--- config.mk ---
export PLATFORM = sky130hd
export DESIGN_NAME = uart_loader
export DESIGN_NICKNAME = d
export VERILOG_FILES = /design/src/rtl/uart_loader.sv
export SDC_FILE = /design/constraint.sdc
export NUM_CORES = 1
export LEC_CHECK = 0
export ABC_AREA = 1
export BUFFER_PORTS_ARGS = -buffer_cell sky130_fd_sc_hd__buf_2
export CORE_MARGIN = 8
export CORE_UTILIZATION = 45
export DETAILED_ROUTE_END_ITERATION = 12
export HOLD_SLACK_MARGIN = 0.15
export PLACE_DENSITY = 0.6
export SETUP_SLACK_MARGIN = 0.05
export SLEW_MARGIN = 20
export SYNTH_ARGS = -nofsm -noshare
export SYNTH_HDL_FRONTEND = slang
export SYNTH_SLANG_ARGS = --single-unit
--- constraint.sdc ---
create_clock -name clk -period 2.75 [get_ports clk]
set_input_delay 0.275 -clock clk [delete_from_list [all_inputs] [get_ports clk]]
set_output_delay 0.275 -clock clk [all_outputs]
set_load 0.005 [all_outputs]
--- src/rtl/uart_loader.sv ---
// UART boot loader: deserializes a length-prefixed, XOR-checksummed image from
// uart_in, writes it to memory word by word and releases the core on success.
module uart_loader #(
  parameter int unsigned WAIT_DIV  = 104,
  parameter logic [31:0] BASE_ADDR = 32'h0000_0000,
  parameter int unsigned MAX_WORDS = 4096
) (
  input  logic        clk,
  input  logic        rst_n,
  input  logic        uart_in,
  output logic [31:0] addr,
  output logic        wen,
  output logic [31:0] wdata,
  output logic        core_rst_n,
  output logic        busy,
  output logic        done,
  output logic        err
);

  localparam int unsigned CNT_W   = $clog2(WAIT_DIV + 1);
  localparam int unsigned HALF_M1 = (WAIT_DIV / 2 > 0) ? (WAIT_DIV / 2 - 1) : 0;
  localparam int unsigned FULL_M1 = (WAIT_DIV > 0) ? (WAIT_DIV - 1) : 0;

  localparam logic [1:0] RX_IDLE  = 2'd0;
  localparam logic [1:0] RX_START = 2'd1;
  localparam logic [1:0] RX_DATA  = 2'd2;
  localparam logic [1:0] RX_STOP  = 2'd3;

  localparam logic [2:0] LD_LEN   = 3'd0;
  localparam logic [2:0] LD_DATA  = 3'd1;
  localparam logic [2:0] LD_CSUM  = 3'd2;
  localparam logic [2:0] LD_DONE  = 3'd3;
  localparam logic [2:0] LD_ERROR = 3'd4;

  // sync_q[1] is the synchronized line, sync_q[2] its previous value
  logic [2:0]       sync_q;
  logic [1:0]       rx_state, rx_state_d;
  logic [CNT_W-1:0] rx_cnt, rx_cnt_d;
  logic [2:0]       rx_bit, rx_bit_d;
  logic [7:0]       rx_shift, rx_shift_d;
  logic             byte_valid, byte_valid_d;
  logic             frame_err, frame_err_d;
  logic             rx_in, rx_prev;

  assign rx_in   = sync_q[1];
  assign rx_prev = sync_q[2];

  // RX state register
  always_ff @(posedge clk or negedge rst_n) begin
    if (!rst_n) begin
      sync_q     <= '0;
      rx_state   <= RX_IDLE;
      rx_cnt     <= '0;
      rx_bit     <= '0;
      rx_shift   <= '0;
      byte_valid <= 1'b0;
      frame_err  <= 1'b0;
    end else begin
      sync_q     <= {sync_q[1:0], uart_in};
      rx_state   <= rx_state_d;
      rx_cnt     <= rx_cnt_d;
      rx_bit     <= rx_bit_d;
      rx_shift   <= rx_shift_d;
      byte_valid <= byte_valid_d;
      frame_err  <= frame_err_d;
    end
  end

  // RX next state: mid-bit sampling timed from the start-bit edge
  always_comb begin
    rx_state_d   = rx_state;
    rx_cnt_d     = rx_cnt + CNT_W'(1);
    rx_bit_d     = rx_bit;
    rx_shift_d   = rx_shift;
    byte_valid_d = 1'b0;
    frame_err_d  = 1'b0;
    case (rx_state)
      RX_IDLE: begin
        rx_cnt_d = '0;
        if (rx_prev && !rx_in) rx_state_d = RX_START;
      end
      RX_START: begin
        if (rx_cnt == CNT_W'(HALF_M1)) begin
          rx_cnt_d   = '0;
          rx_bit_d   = '0;
          rx_state_d = rx_in ? RX_IDLE : RX_DATA;
        end
      end
      RX_DATA: begin
        if (rx_cnt == CNT_W'(FULL_M1)) begin
          rx_cnt_d   = '0;
          rx_shift_d = {rx_in, rx_shift[7:1]};
          rx_bit_d   = rx_bit + 3'd1;
          if (rx_bit == 3'd7) rx_state_d = RX_STOP;
        end
      end
      default: begin
        if (rx_cnt == CNT_W'(FULL_M1)) begin
          rx_cnt_d   = '0;
          rx_state_d = RX_IDLE;
          if (rx_in) byte_valid_d = 1'b1;
          else       frame_err_d  = 1'b1;
        end
      end
    endcase
  end

  logic [2:0]  ld_state, ld_state_d;
  logic [1:0]  byte_cnt, byte_cnt_d;
  logic [31:0] len_q, len_d;
  logic [31:0] word_q, word_d;
  logic [31:0] word_idx, word_idx_d;
  logic [7:0]  csum, csum_d;
  logic [31:0] addr_d, wdata_d;
  logic        wen_d, core_rst_n_d, busy_d, done_d, err_d;
  logic [31:0] new_len, new_word;

  assign new_len  = {rx_shift, len_q[31:8]};
  assign new_word = {rx_shift, word_q[31:8]};

  // loader state and output registers
  always_ff @(posedge clk or negedge rst_n) begin
    if (!rst_n) begin
      ld_state   <= LD_LEN;
      byte_cnt   <= '0;
      len_q      <= '0;
      word_q     <= '0;
      word_idx   <= '0;
      csum       <= '0;
      addr       <= '0;
      wdata      <= '0;
      wen        <= 1'b0;
      core_rst_n <= 1'b0;
      busy       <= 1'b0;
      done       <= 1'b0;
      err        <= 1'b0;
    end else begin
      ld_state   <= ld_state_d;
      byte_cnt   <= byte_cnt_d;
      len_q      <= len_d;
      word_q     <= word_d;
      word_idx   <= word_idx_d;
      csum       <= csum_d;
      addr       <= addr_d;
      wdata      <= wdata_d;
      wen        <= wen_d;
      core_rst_n <= core_rst_n_d;
      busy       <= busy_d;
      done       <= done_d;
      err        <= err_d;
    end
  end

  // loader next state; every accepted byte before the checksum feeds the XOR
  always_comb begin
    ld_state_d   = ld_state;
    byte_cnt_d   = byte_cnt;
    len_d        = len_q;
    word_d       = word_q;
    word_idx_d   = word_idx;
    csum_d       = csum;
    addr_d       = addr;
    wdata_d      = wdata;
    wen_d        = 1'b0;
    core_rst_n_d = core_rst_n;
    busy_d       = busy;
    done_d       = done;
    err_d        = err;
    case (ld_state)
      LD_LEN, LD_DATA, LD_CSUM: begin
        if (frame_err) begin
          ld_state_d = LD_ERROR;
          err_d      = 1'b1;
          busy_d     = 1'b0;
        end else if (byte_valid) begin
          busy_d = 1'b1;
          if (ld_state == LD_CSUM) begin
            busy_d = 1'b0;
            if (rx_shift == csum) begin
              ld_state_d   = LD_DONE;
              done_d       = 1'b1;
              core_rst_n_d = 1'b1;
            end else begin
              ld_state_d = LD_ERROR;
              err_d      = 1'b1;
            end
          end else begin
            csum_d     = csum ^ rx_shift;
            byte_cnt_d = byte_cnt + 2'd1;
            if (ld_state == LD_LEN) begin
              len_d = new_len;
              if (byte_cnt == 2'd3) begin
                if (new_len > 32'(MAX_WORDS)) begin
                  ld_state_d = LD_ERROR;
                  err_d      = 1'b1;
                  busy_d     = 1'b0;
                end else if (new_len == 32'd0) begin
                  ld_state_d = LD_CSUM;
                end else begin
                  ld_state_d = LD_DATA;
                end
              end
            end else begin
              word_d = new_word;
              if (byte_cnt == 2'd3) begin
                wen_d      = 1'b1;
                wdata_d    = new_word;
                addr_d     = BASE_ADDR + {word_idx[29:0], 2'b00};
                word_idx_d = word_idx + 32'd1;
                if (word_idx == len_q - 32'd1) ld_state_d = LD_CSUM;
              end
            end
          end
        end
      end
      default: ;
    endcase
  end

endmodule

== Word-level counts from Yosys, hierarchy flattened ==
Index checks and enable logic that the tools add are counted.
Storage, ports and cells
  word-level logic and storage cells: 117
  input port bits: 3
  register bits: 200
  output and inout port bits: 69
Cells by class
  bitwise logic cells: 4
  mux-type cells: 48
  $lt $le $gt $ge: 1
  reduce and logical (&&, ||, !) cells: 25
  $add $sub $neg: 5
  equality and inequality tests: 15
Operators by type and width (number)
  $mux W3: 11
  $add A32 B1 Y32 const B: 1
  $eq A32 B32 Y1: 1
  $gt A32 B13 Y1 const B: 1
  $logic_not A32 Y1: 1
  $sub A32 B1 Y32 const B: 1
  $mux W1: 25
  $reduce_and A5 Y1: 4
  $mux W2: 7
  $mux W7: 2
  $pmux W7 S2: 1
  $reduce_and A6 Y1: 2
  $reduce_bool A3 Y1: 4
  $eq A8 B8 Y1: 1
  $ne A2 B2 Y1 const B: 4
  $reduce_and A4 Y1: 2
  $xor A8 B8 Y8: 1
  $add A7 B1 Y7 const B: 1
  $eq A7 B6 Y1 const B: 1
  $eq A7 B7 Y1 const B: 1
  $pmux W2 S3: 1
  $pmux W3 S2: 1
  $reduce_or A3 Y1: 2
  $eq A2 B2 Y1 const B: 2
  other kinds (16): 20

== Logic depth before layout (Yosys ltp) ==
Gate-level depths: netlist (run 1).
  depth after elaboration: 8
  mapped depth: 18
  depth with buffers taken out: 18

== Worst setup path before layout (run 1) ==
Ideal clock, no wire load.
  kind: register to register
  start: reg len_q[0] (netlist name)
  end: reg err
  setup slack: 0.813 ns
  library setup time: 0.118 ns
  required time: 2.632 ns
  stages on the path, launching flop included: 14
  arrival: 1.820 ns
  period minus slack after synthesis: 1.937 ns
  path through: dfrtp_1 > inv_1 > ha_1 > nand2_1 > nor2_4 > nand2_1 > o21ai_0 > nand3_1 > nand4_1 > nor2_2 > nand3_2 > nand2_2 > nand2_1 > nand2_1
RTL lines
  to (signal assigned): line 150  | err <= err_d;
  to (decl): line 17  | output logic err

== Final worst setup path (run 1) ==
  start: reg len_q[0]
  end: reg ld_state[2]
Between the ends
  cells in the longest elaborated chain, start to end: 4
RTL lines
  from (decl): line 110  | logic [31:0] len_q, len_d;
  from (signal assigned): line 140  | len_q <= len_d;
  $sub A32 B1 Y32: line 210  | if (word_idx == len_q - 32'd1) ld_state_d = LD_CSUM;
  $eq A32 B32 Y1: line 210
  $reduce_bool A4 Y1 (no source line)
  $reduce_and A4 Y1 (no source line)
  to (signal assigned): line 138  | ld_state <= ld_state_d;
  to (decl): line 108  | logic [2:0] ld_state, ld_state_d;
No other way between the ends.
A chain may end at the register's enable or synchronous reset.

==> results of run 1 <==
## routing by layer
layer	wire, um	track usage	share of wire
met1	11210	0.2607	0.47
met2	10890	0.2997	0.46
met3	996	0.03393	0.042
met4	527	0.07052	0.022
met5	12	0	0.00051
## timing repair
action,in CTS,in global routing
hold endpoints to repair,74,0
buffers inserted,0,0
hold buffers,2,0
## registers in the layout, indices dropped and copies added, names as in the netlist
register    flops
len_q          32
wdata          32
word_idx       32
addr           30
word_q         24
csum            8
rx_shift        8
rx_cnt          7
ld_state        3
rx_bit          3
sync_q          3
byte_cnt        2
rx_state        2
busy            1
byte_valid      1
done            1
err             1
frame_err       1
wen             1
## power breakdown
part | switching, uW | internal [uW]
Clock | 1170 | 1270
Sequential | 32.6 | 2850
Combinational | 157 | 70.3
Total | 1360 | 4190
## per-stage QoR
stage / setup slack (ps) / instance area [um^2] / hold WS, ps / total power [uW] / std cells
2_1_floorplan: 812.7 / 9333 / -20.59 / 3049 / 1148
3_3_place_gp: 403.3 / 10010 / 335.4 / 3167 / 1465
3_5_place_dp: 331.0 / 10010 / 341.8 / 3172 / 1465
4_1_cts: 296.6 / 10610 / 361.9 / 5612 / 1499
5_1_grt: 79.36 / 10610 / 374.5 / 5754 / 1499
6_report: 300.9 / 10610 / 357.3 / 5556 / 1499
## synth_stat cells, types with 2 or more instances
cell type,n
xor2_1,56
nor2_8,2
inv_1,122
nor2_1,123
o31ai_1,2
nand2_1,343
dfrtp_1,192
nand3b_1,3
inv_2,3
nand2_4,2
nor4_1,7
clkbuf_1,30
nor2_2,8
ha_1,6
nor2_4,3
a21oi_1,11
nand3_2,2
o21bai_1,3
nor3_1,15
o21ai_0,116
nand4_1,18
nor3_2,4
nand3_1,46
buf_4,3
xnor2_1,11
nand2_2,3
## final timing paths
kind	depth (start not counted)	from	slack, ps	to
setup / recovery	14	len_q[0]$_DFFE_PN0P_	300	ld_state[2]$_DFFE_PN0P_
hold / removal	0	sync_q[0]$_DFF_PN0_	360	sync_q[1]$_DFF_PN0_
setup reg to reg	14	len_q[0]$_DFFE_PN0P_	300	ld_state[2]$_DFFE_PN0P_
hold reg to reg	0	sync_q[0]$_DFF_PN0_	360	sync_q[1]$_DFF_PN0_
max in group asynchronous	3	rst_n	1580	len_q[12]$_DFFE_PN0P_
min in group asynchronous	2	rst_n	420	wen$_DFF_PN0_
## cells by family after synthesis
family	count (synthesis)
other	1
XOR/XNOR	68
adder cells (fa/ha/maj)	6
buffers and inverters	159
flip-flops	192
AND/OR/NAND/NOR	583
AO/OA/AOI/OAI	138
## cell type report
class,count,area [um^2],share of cell area
repair buffers,82,494.2,0.04660
clock inverters,12,110.1,0.01038
flip-flops and latches,192,4805,0.4530
inverters,126,473.0,0.04459
clock buffers,20,466.7,0.04400
well taps,270,337.8,0.03185
multi-input cells,797,3920,0.3696
==> results by group, run 1 <==
Run status
  • Outcome: finished clean

Route
  • Remaining antenna violation count: 0
  • Drt total wl: 23640 um
  • # DRC: 0
  • Vias: 7439
  • Vias per cell: 4.963
  • 1st-pass router iterations: 5
  • Iter 0 DRT Violations: 511
  • Routed length per instance: 15.77 um

Yosys
  • Compound-Gate Fraction of Synth Area: 0.07698
  • Synth Area per Inst: 8.133 um^2
  • Synth Instances: 1147
  • Post-Synth Simple-Gate Area: 0.2690
  • Multiplexer area fraction after synthesis: 0
  • Yosys top cell area share: 0.5150
  • Adder-cell share of the synthesized area: 0.008047
  • Dominant synthesized flop cell: dfrtp_1
  • Async S/R FF share, synth: 1.000
  • Main combinational cell family by area after synthesis: simple AND/OR/NAND/NOR gates
  • YS warnings: 0
  • Synth Cell Area: 9329 um^2
  • Synth cell types: 39
  • Area contributors post-synth: dfrtp_1, nand2_1, o21ai_0, xor2_1, nor2_1
  • EDFF count, synth: 0
  • Xor and xnor area share after synthesis: 0.06532
  • Sequential fraction of the synthesis area: 0.5150
  • Post-synth top area cell: dfrtp_1
  • Seq cells post-synth: 192

Run
  • Max-Cap Viols: 0

Final layout
  • Layout cells sized above 1: 0.1155
  • Commonest non-fill, non-tap cells in the layout: nand2_1, dfrtp_1, nor2_1
  • Ant. Diodes: 0
  • Fillers: 1987
  • Syn-to-layout area delta: 13.69%
  • Commonest non-fill, non-tap cell in the layout: nand2_1
  • Util after Layout: 0.5225
  • Final #Nets: 1225

Die
  • FP Rows: 52
  • Die area: 25590 um^2
  • Initial core utilization: 0.4596
  • Die width: 160.0 um
  • Ports: 72
  • DIE HEIGHT: 160.0 um
  • Core footprint: 20300 um^2

Placed design
  • Gp weighted congestion: 0.9236
  • Port bufs: 69
  • Hpwl dp: 17700 um

Worst setup path
  • Max incr delay on CP: 400 ps
  • Critical path's most frequent cell: nand2_1
  • Worst Setup End Kind: register
  • Worst path buffer plus inverter count: 1
  • Highest-delay cell along the critical path: dfrtp_1
  • Worst EP required: 3120 ps
  • Crit path DAT: 2820 ps
  • Crit-path cells: inv_1, ha_1, nand2_1, nor2_2, nand3_1, o21bai_1, nand3_1, nor2_1, nand2_1, nor2_2, nand3_2, nand2_2, nand2_1, nand2_1
  • CP top delay family: simple AND/OR/NAND/NOR gates
  • Crit path kind: reg -> reg
  • Crit Path Max Fanout: 6
  • CP Launch Type: register

Clocking
  • Clock sinks: 192
  • Clock Tree Buf Depth: 2
  • Num CTS Buffers: 17
  • Worst skew pair latency: 450 ps
  • Post_cts resized: 0
  • CTS Root Cell: clkbuf_16
  • CTS tree: done
  • Clock slew at reported path FFs: 80 ps
  • H-tree depth: 4

Power
  • Worst VDD drop: 0.4736 mV
  • Leak pwr: 0.005637 uW
  • Pwr dens: 523.9 nW/um^2

Timing
  • Setup TNS: 0 ps
  • Period minus WS final: 2449 ps
  • Setup repair after global routing missed its margin: false
  • Slew @ Worst Pin: 638.4 ps
  • Max transition margin: 0.5744
  • Final Hold Viols: 0
  • # setup viols final: 0
  • Clock Skews: 21.56 ps
  • Final clock period utilization by the worst path: 0.8906
  • Fmax: 408.3 MHz
  • Slew Limit Fails: 0

GRT
  • GRT Total Usage: 0.1912
  • Largest net degree at the start of global routing: 103
  • Vias in the first global route: 7261
  • First-pass GRT wire length: 39370 um
  • Global route overflow: 0
  • Initial antenna violation count: 1

Min path
  • Hold Path Class: reg -> reg
Note: power is estimated with default switching activity, not from simulation.
==> inputs of run 2 (changes only) <==
--- a/config.mk
+++ b/config.mk
@@ -7,11 +7,13 @@
 export LEC_CHECK = 0
 export ABC_AREA = 1
 export BUFFER_PORTS_ARGS = -buffer_cell sky130_fd_sc_hd__buf_2
+export CELL_PAD_IN_SITES_DETAIL_PLACEMENT = 0
+export CELL_PAD_IN_SITES_GLOBAL_PLACEMENT = 1
 export CORE_MARGIN = 8
 export CORE_UTILIZATION = 45
 export DETAILED_ROUTE_END_ITERATION = 12
 export HOLD_SLACK_MARGIN = 0.15
-export PLACE_DENSITY = 0.6
+export PLACE_DENSITY = 0.76
 export SETUP_SLACK_MARGIN = 0.05
 export SLEW_MARGIN = 20
 export SYNTH_ARGS = -nofsm -noshare
==> results by group, run 2 (synthesis results as in run 1) <==
Run status
  • Outcome: finished clean

GRT
  • Vias in the first global route: 7413 (+2.1%)
  • GRT Total Usage: 0.1864 (-0.004822)
  • First-pass GRT wire length: 38830 um (-1.4%)
  • Global route overflow: 0 (unchanged)
  • Initial antenna violation count: 0 (-1)
  • Largest net degree at the start of global routing: 69 (-33%)

Power
  • Leak pwr: 0.005663 uW (+0.45%)
  • Pwr dens: 545.2 nW/um^2 (+4.1%)
  • Switching share of power: 0.2630 (+0.01771)
  • Sequential Power Share: 0.496 (-0.024)
  • Worst VDD drop: 0.3675 mV (-22%)
  • Psw: 1529 uW (+12%)
  • Clock Power Share: 0.468 (+0.029)
  • Internal: 4285 uW (+2.2%)
  • Combinational power share: 0.036 (-0.005)

Worst setup path
  • CP startpoint: len_q[0]$_DFFE_PN0P_
  • R2R setup slack: 440 ps (+140 ps)
  • Reg-to-Reg End: err$_DFFE_PN0P_
  • CP Launch Type: register
  • Worst EP required: 3080 ps (-40 ps)
  • FF-to-FF path depth: 13 (-1)
  • R2R Path Start: len_q[0]$_DFFE_PN0P_
  • Crit path DAT: 2630 ps (-190 ps)
  • Crit Path Max Fanout: 8 (+2)
  • Crit path kind: reg -> reg
  • Worst Setup End Kind: register
  • CP endpoint: err$_DFFE_PN0P_

Clocking
  • CTS Root Cell: clkbuf_16
  • CTS Hold Buffers Added: 2 (unchanged)
  • CTS tree: done
  • Worst skew pair latency: 450 ps (about the same)
  • Clock Tree Buf Depth: 2 (unchanged)
  • Num CTS Buffers: 17 (unchanged)
  • H-tree depth: 4 (unchanged)
  • Post_cts resized: 0 (unchanged)
  • Clock sinks: 192 (unchanged)
  • Post-CTS Setup Bufs: 0 (unchanged)
  • Clock slew at reported path FFs: 90 ps (about the same)

Timing
  • Setup repair after global routing missed its margin: false
  • Final Hold Viols: 0 (unchanged)
  • Setup TNS: 0 ps (unchanged)
  • Final clock period utilization by the worst path: 0.8394 (-0.05120)
  • Hold_ws: 355.1 ps (-2.180 ps)
  • Clock Skews: 14.33 ps (-7.230 ps)
  • Slew Limit Fails: 0 (unchanged)
  • # setup viols final: 0 (unchanged)
  • Fmax: 433.2 MHz (+6.1%)
  • Slew @ Worst Pin: 612.7 ps (-25.63 ps)
  • Max transition margin: 0.5884 (+0.01394)
  • Period minus WS final: 2308 ps (-140.8 ps)

Run
  • Max-Cap Viols: 0 (unchanged)

Final layout
  • Commonest non-fill, non-tap cell in the layout: nand2_1
  • Layout cells sized above 1: 0.1141 (-0.001442)
  • Util after Layout: 0.5254 (+0.002896)
  • Fillers: 2037 (+2.5%)
  • Final #Nets: 1223 (-0.16%)
  • Biggest regs: len_q x32, wdata x32, word_idx x32
  • Commonest non-fill, non-tap cells in the layout: nand2_1, dfrtp_1, nor2_1
  • Post-route cell area: 10670 um^2 (+0.55%)
  • Syn-to-layout area delta: 14.32%
  • Ant. Diodes: 0 (unchanged)

Die
  • FP Rows: 52 (unchanged)
  • Core footprint: 20300 um^2 (unchanged)
  • Die area: 25590 um^2 (unchanged)
  • Ports: 72 (unchanged)
  • DIE HEIGHT: 160.0 um (unchanged)
  • Initial core utilization: 0.4596 (unchanged)
  • Die width: 160.0 um (unchanged)

Route
  • Vias: 7356 (-1.1%)
  • Iter 0 DRT Violations: 447 (-13%)
  • 1st-pass router iterations: 5 (unchanged)
  • Vias per cell: 4.914 (-0.98%)
  • # DRC: 0 (unchanged)
  • Drt total wl: 23150 um (-2.1%)
  • Remaining antenna violation count: 0 (unchanged)
  • Routed length per instance: 15.46 um (-2.0%)

Placed design
  • Hpwl dp: 17090 um (-3.5%)
  • Port bufs: 69 (unchanged)
  • Gp weighted congestion: 0.8909 (-3.5%)
  • Post-placement cell area: 9982 um^2 (-0.28%)

Min path
  • Hold Path Class: reg -> reg
-- run 2: cell types whose count changed in the layout (fill, tap and decap cells not counted), moves of 3 or more --
cell,change
clkbuf_8,-3
clkinv_8,+4
inv_12,+3
inv_6,-4
-- run 2: critical path: stages, from the launching register on --
cell and delay [ps]:
dfrtp_1 390, inv_1 100, ha_1 270, nand2_1 180, nor2_4 260, nand2_1 150
o21ai_0 240, nand3_1 120, nand4_1 130, nor2_2 60, nand3_2 90, nand2_2 70
nand2_1 80, nand2_1 60
-- run 2: final cells by class --
| cell class | instances | area (um^2) | share of cell area |
|---|---|---|---|
| clock buffers | 17 | 425.4 | 0.03989 |
| flip-flops and latches | 192 | 4805 | 0.4505 |
| inverters | 126 | 473.0 | 0.04435 |
| clock inverters | 15 | 237.7 | 0.02229 |
| multi-input cells | 797 | 3920 | 0.3676 |
| well taps | 270 | 337.8 | 0.03168 |
| repair buffers | 80 | 466.7 | 0.04376 |
-- run 2: metrics by stage --
stage          cells  total power (uW)  setup WS, ps
2_1_floorplan   1148              3049         812.7
6_report        1497              5815         441.7
3_3_place_gp    1463              3148         527.8
3_5_place_dp    1463              3152         465.3
4_1_cts         1497              5876         442.9
5_1_grt         1497              6033         175.8
-- run 2: how the worst min path moves through the flow --
stage	cells after the start	to	slack [ps]	from
global route	0	sync_q[1]$_DFF_PN0_	360	sync_q[0]$_DFF_PN0_
detailed placement	1	wdata[9]$_DFFE_PN0P_	320	rst_n
finish	0	sync_q[1]$_DFF_PN0_	360	sync_q[0]$_DFF_PN0_
global placement	1	wdata[9]$_DFFE_PN0P_	320	rst_n
CTS	0	sync_q[1]$_DFF_PN0_	360	sync_q[0]$_DFF_PN0_
floorplan	0	addr[10]$_DFFE_PN0P_	-20	rst_n
-- run 2: power groups by stage --
stage | Sequential [uW] | Clock, uW | Combinational, uW
after global routing | 2890 | 2890 | 256
after global placement | 2940 | 0 | 208
final | 2880 | 2720 | 210
after detailed placement | 2940 | 0 | 211
after CTS | 2880 | 2780 | 214
after floorplan | 2930 | 0 | 116
-- run 2: per-layer routing --
| metal | wire length [um] | track usage | vias up |
|---|---|---|---|
| li1 | - | - | 3746 |
| met1 | 10990 | 0.2499 | 3443 |
| met2 | 10900 | 0.3016 | 139 |
| met3 | 795 | 0.03393 | 28 |
| met4 | 451 | 0.05777 | 0 |
| met5 | 0 | 0 | - |
==> inputs of run 3 (changes only) <==
==> constraint.sdc (replaced) <==
create_clock -name clk -period 2.4 [get_ports clk]
set_input_delay 0.24 -clock clk [delete_from_list [all_inputs] [get_ports clk]]
set_output_delay 0.24 -clock clk [all_outputs]
set_load 0.005 [all_outputs]
==> results by group, run 3 (synthesis results as in run 1) <==
Run status
  • Outcome: finished clean

Placed design
  • Pre-CTS setup slack: -35.83 ps (-501.2 ps)
  • Hpwl dp: 17100 um (about the same)
  • Gp weighted congestion: 0.8869 (-0.45%)
  • Placed insts: 1470 (+0.48%)
  • Port bufs: 69 (unchanged)

Power
  • Pwr dens: 601.6 nW/um^2 (+10%)
  • Worst VDD drop: 0.4479 mV (+22%)
  • Leak pwr: 0.005765 uW (+1.8%)

Final layout
  • Final #Nets: 1240 (+1.4%)
  • Ant. Diodes: 0 (unchanged)
  • Biggest regs: len_q x32, wdata x32, word_idx x32
  • Util after Layout: 0.5362 (+0.01085)
  • Syn-to-layout area delta: 16.68%
  • Commonest non-fill, non-tap cell in the layout: nand2_1
  • Commonest non-fill, non-tap cells in the layout: nand2_1, dfrtp_1, inv_1
  • Post-Layout Cell Count: 1514 (+1.1%)
  • Layout cells sized above 1: 0.1503 (+0.03622)

Min path
  • Hold Path Class: in -> async

Clocking
  • CTS tree: done
  • CTS Root Cell: clkbuf_16
  • Num CTS Buffers: 17 (unchanged)
  • Worst skew pair latency: 440 ps (about the same)
  • Clock slew at reported path FFs: 90 ps (about the same)
  • Clock Tree Buf Depth: 2 (unchanged)
  • H-tree depth: 4 (unchanged)
  • Clock sinks: 192 (unchanged)

GRT
  • Initial antenna violation count: 0 (unchanged)
  • GRT Total Usage: 0.1848 (-0.001561)
  • GR Util met1: 0.2457 (-0.004219)
  • Largest net degree at the start of global routing: 97 (+41%)
  • Global route overflow: 0 (unchanged)
  • Grt met2 use: 0.3032 (+0.001541)
  • First-pass GRT wire length: 38370 um (-1.2%)
  • Vias in the first global route: 7288 (-1.7%)
  • GRT Max-Usage Layer: met2
  • Routing usage on met3: 0.03368 (-0.0002571)

Route
  • Iter 0 DRT Violations: 509 (+14%)
  • # DRC: 0 (unchanged)
  • Vias per cell: 4.927 (+0.26%)
  • Remaining antenna violation count: 0 (unchanged)
  • Drt total wl: 23340 um (+0.83%)
  • 1st-pass router iterations: 5 (unchanged)
  • Vias: 7459 (+1.4%)
  • Routed length per instance: 15.41 um (-0.31%)

Run
  • Max-Cap Viols: 0 (unchanged)

Timing
  • Final clock period utilization by the worst path: 0.9131 (+0.07372)
  • Slew Limit Fails: 0 (unchanged)
  • Setup repair after global routing missed its margin: true
  • Fmax: 456.3 MHz (+5.3%)
  • Slew @ Worst Pin: 837.6 ps (+224.9 ps)
  • Final Hold Viols: 0 (unchanged)
  • Hold_ws: 331.6 ps (-23.52 ps)
  • Clock Skews: 17.07 ps (+2.739 ps)
  • # setup viols final: 0 (unchanged)
  • Final setup margin: 208.6 ps (-233.1 ps)
  • Max transition margin: 0.4416 (-0.1468)
  • Period minus WS final: 2191 ps (-116.9 ps)

Worst setup path
  • Crit-path cells: nor2_2, nand2_1, nor2_4, nand2_1, nor2_1, xor2_1, nand2_1, inv_1, nand2_1, nor2_1, nand3_2, nand2_2, nand2_2, nand2_1
  • Crit Path Max Fanout: 7 (-1)
  • Crit path kind: reg -> reg
  • Worst EP required: 2770 ps (-310 ps)
  • CP Launch Type: register
  • Crit path DAT: 2560 ps (-70 ps)
  • Max incr delay on CP: 460 ps (+70 ps)
  • Worst Setup End Kind: register
  • Highest-delay cell along the critical path: dfrtp_2
  • Critical path's most frequent cell: nand2_1

Die
  • Initial core utilization: 0.4596 (unchanged)
  • Die width: 160.0 um (unchanged)
  • FP Rows: 52 (unchanged)
  • Core footprint: 20300 um^2 (unchanged)
  • Die area: 25590 um^2 (unchanged)
  • DIE HEIGHT: 160.0 um (unchanged)
  • Ports: 72 (unchanged)
run 3: layout make-up:
cell class / instances / area (um^2)
clock inverter: 14 / 187.7
inverter: 126 / 473.0
multi-input combinational: 797 / 4013
sequential: 192 / 4808
tap: 270 / 337.8
clock buffer: 18 / 439.2
fill: 1955 / 9414
timing repair buffer: 97 / 626.9
run 3: final timing paths:
path	start	slack, ps	depth (start not counted)	to
min reg2reg	sync_q[0]$_DFF_PN0_	350	0	sync_q[1]$_DFF_PN0_
min in group clk	sync_q[0]$_DFF_PN0_	350	0	sync_q[1]$_DFF_PN0_
max in group asynchronous	rst_n	1370	3	len_q[12]$_DFFE_PN0P_
min	rst_n	330	2	wdata[9]$_DFFE_PN0P_
max reg2reg	len_q[5]$_DFFE_PN0P_	210	14	err$_DFFE_PN0P_
max	len_q[5]$_DFFE_PN0P_	210	14	err$_DFFE_PN0P_
run 3: layer usage:
metal / vias to the layer above / share of wire / routed length [um]
li1: 3782 / - / -
met1: 3519 / 0.48 / 11120
met2: 139 / 0.47 / 11040
met3: 19 / 0.034 / 803
met4: 0 / 0.016 / 370
met5: - / 0 / 0
run 3: metrics by stage:
step | setup TNS [ps] | power (uW) | instance area [um^2]
2_1_floorplan | 0 | 3494 | 9333
3_3_place_gp | -24.20 | 3637 | 10060
4_1_cts | 0 | 6619 | 10710
6_report | 0 | 6549 | 10890
3_5_place_dp | -73.95 | 3635 | 10060
5_1_grt | 0 | 6796 | 10890
run 3: worst max-delay path, delay by kind of cell (launching register included):
family        cells  cell delay, ps
xor+xnor          1             160
buf+inv           1              50
flops             1             460
simple gates     12            1470
run 3: timing repair:
action,4_1_cts,5_1_grt
setup buffers,1,9
setup endpoints to repair,4,7
hold buffers,2,0
hold endpoints to repair,58,0
pin swaps,1,21
gates resized for setup,0,37
run 3: where the power goes:
group          total [uW]  internal (uW)  switching (uW)
logic                 263           81.9             181
registers            3310           3270            36.2
clock network        2980           1480            1500
total                6550           4830            1720
